`src/rtl/mem_bus_arbiter.sv`:
```
// mem_bus_arbiter: shares one external memory bus between the instruction
// fetch port and the data port. One transaction at a time, round-robin on
// ties, active-low ACK handshake, saturating timeout abort.
module mem_bus_arbiter #(
  parameter int         TIMEOUT = 255,
  parameter logic [1:0] IF_SIZE = 2'b10
) (
  input  logic        clk,
  input  logic        rst,
  input  logic        if_req,
  input  logic [31:0] if_addr,
  output logic        if_ready,
  output logic [31:0] if_rdata,
  input  logic        d_req,
  input  logic        d_write,
  input  logic [1:0]  d_size,
  input  logic [31:0] d_addr,
  input  logic [31:0] d_wdata,
  output logic        d_ready,
  output logic [31:0] d_rdata,
  output logic        bus_err,
  output logic        stall,
  output logic        MREQ,
  output logic        WRITE,
  output logic [1:0]  SIZE,
  output logic [31:0] AD,
  output logic [31:0] DT_out,
  output logic        DT_oe,
  input  logic [31:0] DT_in,
  input  logic        ACK_n
);

  typedef enum logic [1:0] {IDLE, BUSY, DONE} state_t;

  localparam logic [7:0] TO_LIM = 8'(TIMEOUT);

  state_t      state_q, state_d;
  logic        owner_q;   // 0 = inst, 1 = data
  logic        last_q;    // previous grant, drives tie-break
  logic [7:0]  cnt_q;
  logic [7:0]  cnt_inc;
  logic        grant;
  logic        grant_d;   // requester chosen this cycle
  logic        ack_hit;
  logic        to_hit;

  // Next-state and per-cycle event decode
  always_comb begin
    state_d = state_q;
    grant   = 1'b0;
    grant_d = 1'b0;
    ack_hit = 1'b0;
    to_hit  = 1'b0;
    cnt_inc = (cnt_q == 8'hFF) ? cnt_q : cnt_q + 8'd1;
    case (state_q)
      IDLE: begin
        if (if_req || d_req) begin
          grant   = 1'b1;
          grant_d = (if_req && d_req) ? ~last_q : d_req;
          state_d = BUSY;
        end
      end
      BUSY: begin
        if (!ACK_n) begin
          ack_hit = 1'b1;
          state_d = DONE;
        end else if (cnt_inc >= TO_LIM) begin
          to_hit  = 1'b1;
          state_d = DONE;
        end
      end
      DONE:    state_d = IDLE;
      default: state_d = IDLE;
    endcase
  end

  // State, grant bookkeeping and wait-cycle counter
  always_ff @(posedge clk) begin
    if (rst) begin
      state_q <= IDLE;
      owner_q <= 1'b0;
      last_q  <= 1'b0;
      cnt_q   <= 8'd0;
    end else begin
      state_q <= state_d;
      if (grant) begin
        owner_q <= grant_d;
        last_q  <= grant_d;
        cnt_q   <= 8'd0;
      end else if (state_q == BUSY && ACK_n) begin
        cnt_q <= cnt_inc;
      end
    end
  end

  // Registered bus pins; AD/SIZE/DT_out keep their value between accesses
  always_ff @(posedge clk) begin
    if (rst) begin
      MREQ   <= 1'b0;
      WRITE  <= 1'b0;
      DT_oe  <= 1'b0;
      SIZE   <= 2'b00;
      AD     <= 32'd0;
      DT_out <= 32'd0;
    end else if (grant) begin
      MREQ  <= 1'b1;
      WRITE <= grant_d & d_write;
      DT_oe <= grant_d & d_write;
      SIZE  <= grant_d ? d_size : IF_SIZE;
      AD    <= grant_d ? d_addr : if_addr;
      if (grant_d) DT_out <= d_wdata;
    end else if (ack_hit || to_hit) begin
      MREQ  <= 1'b0;
      WRITE <= 1'b0;
      DT_oe <= 1'b0;
    end
  end

  // Completion: one-cycle ready to the owner, read data / abort status
  always_ff @(posedge clk) begin
    if (rst) begin
      if_ready <= 1'b0;
      d_ready  <= 1'b0;
      bus_err  <= 1'b0;
      if_rdata <= 32'd0;
      d_rdata  <= 32'd0;
    end else begin
      if_ready <= 1'b0;
      d_ready  <= 1'b0;
      if (ack_hit || to_hit) begin
        bus_err <= to_hit;
        if (owner_q) begin
          d_ready <= 1'b1;
          if (to_hit)      d_rdata <= 32'd0;
          else if (!WRITE) d_rdata <= DT_in;
        end else begin
          if_ready <= 1'b1;
          if_rdata <= to_hit ? 32'd0 : DT_in;
        end
      end
    end
  end

  // Stall while either requester is still waiting for its ready
  always_comb stall = (if_req & ~if_ready) | (d_req & ~d_ready);

endmodule

```
`config.mk`:
```
export PLATFORM = sky130hd
export DESIGN_NAME = mem_bus_arbiter
export DESIGN_NICKNAME = d
export VERILOG_FILES = /design/src/rtl/mem_bus_arbiter.sv
export SDC_FILE = /design/constraint.sdc
export NUM_CORES = 1
export LEC_CHECK = 0
export CORE_UTILIZATION = 41
export DETAILED_ROUTE_END_ITERATION = 10
export PLACE_DENSITY_LB_ADDON = 0.25
export RECOVER_POWER = 100
export SLEW_MARGIN = 20
export SYNTH_ARGS = -nofsm -noshare
export SYNTH_HDL_FRONTEND = slang
export SYNTH_SLANG_ARGS = --single-unit
```
`constraint.sdc`:
```
create_clock -name clk -period 2.3 [get_ports clk]
set_input_delay 0.46 -clock clk [delete_from_list [all_inputs] [get_ports clk]]
set_output_delay 0.46 -clock clk [all_outputs]
set_load 0.05 [all_outputs]
```
==> results.cfg <==
[drt]
drt-pass1-iter-count = 7
postRouteAntennaNets = 0
drtIter0Drc = 287
wl_um = 17700
routed_via_density = 5.27
via_count = 5698
avgRoutedWirePerCell_um = 16.4
drc = 0

[power]
switching_share = 0.299
power_switching_uw = 2170
combPwrFrac = 0.229
powerDensity_nw_per_um2 = 789
ir_drop_v = 0.000507
intPower_uw = 5100
clock_power_share = 0.385
power_frac_seq = 0.386
p_leak_uw = 0.00400

[placement]
routabilityCongestion = 0.832
placed_cell_area_um2 = 8650
io_buffers = 272
dp_cells = 1050
place_hpwl_um = 12500

[finish]
final_area_um2 = 9210
area_delta_synth_final_pct = 60.8
fin_util = 0.685
instances_no_fill = 1082
num-nets-final = 1030
drive_above_1_share = 0.0575

[clocking]
clock-sinks = 146
insertion_delay_ps = 410
hold_buffers = 0
post_cts_buffers = 0
clockRootBuffer = clkbuf_16
clockBufferDepth = 2
cts_max_level = 4
post_cts_resized = 0
clk_pin_slew_ps = 60
cts_tree = done
cts_made_buffers = 17

[sta]
worst_pin_slew_ps = 773
finalCritPeriodShare = 0.966
finalHoldViolCount = 0
min_period_ps = 2220
drv_slew = 0
fmax_mhz = 450
skew_ps = 7.66
relSlewSlack = 0.485
setup_viol = 0
tns_ps = 0
grt_setup_unrepaired = false

[worst_hold_path]
hold_class = in2reg
min_delay_path_depth = 2

[setup_path]
arrival_ps = 1760
cp-end-kind = output port
critPathMaxStageDelay_ps = 860
path_class = reg2out
cp_num_cells = 1
path_cells = clkdlybuf4s50_1
start_kind = flip-flop
rr_worst_depth = 7
critPathTopFamily = buffers and inverters
path_buf_inv = 1
cpMaxStageDelayCell = clkdlybuf4s50_1
path_max_fanout = 4
crit_required_ps = 1840

[die]
core_um2 = 13500
start_util = 0.426
fp.dieW_um = 120
die_y_um = 120
num_rows = 42
dieArea_um2 = 14500
io_pins = 273

[global_route]
grt_pass1_vias = 5540
grt_pass1_wl_um = 27400
grt_util_all_layers = 0.241
grt_overflow = 0
antenna_found_initial = 1
grt_max_degree = 69

[synth]
synthDistinctLibCells = 42
synth-seq-area-share = 0.510
avgSynthCellArea_um2 = 8.98
netlist_instances = 638
ys_ff_latch = 146
yosysWarnings = 0
syn_area_um2 = 5730
syn-num-nets = 775

[run]
maxCapViolations = 0

[run_status]
status = completed
==> layer usage <==
metal / vias to the layer above / share of wire / GRT usage
met5: - / 0 / 0
met4: 0 / 0.026 / 0.115
met3: 34 / 0.083 / 0.0759
met2: 222 / 0.49 / 0.416
met1: 2686 / 0.40 / 0.268
li1: 2756 / - / -
==> layout by cell type (no fill, tap or decap), drive strengths merged, types with 2 or more instances in the layout <==
cell,netlist,final
nor3,40,40
a21o,32,32
dfxtp,146,146
o21ai,4,4
a22o,32,32
and3,2,2
nor2,48,48
nor4,4,4
a21oi,39,39
nand2b,4,4
clkinvlp,0,3
nand3,3,3
mux2i,36,36
a22oi,2,2
clkbuf,30,24
a211oi,2,2
clkinv,0,4
nand4b,2,2
buf,22,14
clkdlybuf4s50,0,135
bufinv,0,3
inv,4,4
nand2,138,138
a311oi,32,32
dlygate4sd3,0,135
==> cell usage after synthesis <==
cell / n / share of area
a22oi_1: 2 / 0.0026
and3_1: 2 / 0.0022
a21boi_1: 1 / 0.0013
or2_2: 1 / 0.0011
nor2b_1: 1 / 0.0011
buf_2: 14 / 0.012
nor2_1: 48 / 0.031
nor4b_1: 1 / 0.0015
nor3_1: 39 / 0.034
and3b_1: 1 / 0.0015
o22a_2: 1 / 0.0017
a22o_1: 32 / 0.049
nor3_4: 1 / 0.0028
and4_1: 1 / 0.0015
ha_1: 1 / 0.0022
buf_4: 2 / 0.0026
and2b_1: 1 / 0.0013
nand3_1: 3 / 0.0026
a31oi_1: 1 / 0.0011
nand2_1: 138 / 0.090
o21ai_0: 3 / 0.0026
o22ai_1: 1 / 0.0011
clkbuf_1: 30 / 0.020
buf_1: 3 / 0.0020
dfxtp_1: 146 / 0.51
xor2_1: 1 / 0.0015
a311oi_1: 32 / 0.049
buf_6: 3 / 0.0059
mux2i_1: 36 / 0.063
or3_1: 1 / 0.0011
nor4_2: 1 / 0.0022
a21oi_1: 39 / 0.034
nand4b_1: 2 / 0.0031
xnor2_1: 1 / 0.0015
a21o_1: 32 / 0.042
o21ai_1: 1 / 0.00087
nor3b_2: 1 / 0.0022
nand4_1: 1 / 0.0011
nand2b_1: 4 / 0.0044
nor4_1: 3 / 0.0033
inv_1: 4 / 0.0026
a211oi_1: 2 / 0.0026
==> final cells by class <==
type                            instances  area [um2]
Inverter                                4        15.0
Tap cell                              176         220
Fill cell                            1076        4240
Multi-Input combinational cell        436        2560
Sequential cell                       146        2920
Clock buffer                           21         470
Antenna cell                            1        2.50
Clock inverter                         10         133
Timing Repair Buffer                  288        2890
==> logic make-up (layout without fill, tap and decap cells) <==
kind of cell / Yosys count / count (layout) / share of synthesized area
and+or+nand+nor: 250 / 250 / 0.189
DFF: 146 / 146 / 0.510
muxes: 36 / 36 / 0.0629
adders and majority gates: 1 / 1 / 0.00218
AOI/OAI and AO/OA: 147 / 147 / 0.188
buffers and inverters: 56 / 323 / 0.0450
other: 0 / 1 / 0
xor gates and xnor gates: 2 / 2 / 0.00306
==> power by group through the flow <==
stage / combinational (uW) / sequential [uW] / clock (uW)
floorplan: 438 / 3430 / 0
global placement: 1710 / 2860 / 0
detailed placement: 1740 / 2870 / 0
CTS: 1740 / 2820 / 2850
global route: 1750 / 2830 / 2960
finish: 1660 / 2810 / 2800
==> final timing paths <==
check | start | slack [ps] | end
setup / recovery | DT_oe | 80 | WRITE
hold / removal | rst | 300 | DT_out[4]
setup reg to reg | cnt_q[0] | 200 | d_rdata[28]
hold reg to reg | DT_out[4] | 450 | DT_out[4]
==> flip-flops by register name, summed over array words and instances, names as in the netlist <==
name,cells
DT_oe,1
d_ready,1
last_q,1
AD,32
d_rdata,32
SIZE,2
state_q,2
DT_out,32
cnt_q,8
MREQ,1
if_ready,1
bus_err,1
if_rdata,32
==> through the flow <==
stage          power [uW]  hold slack, ps  setup slack [ps]
6_report             7270             304              79.3
3_3_place_gp         4570             441               300
3_5_place_dp         4600             447               245
2_1_floorplan        3870             496               528
5_1_grt              7540             299              16.1
4_1_cts              7400             303              49.3
(Power assumes the default switching activity.)
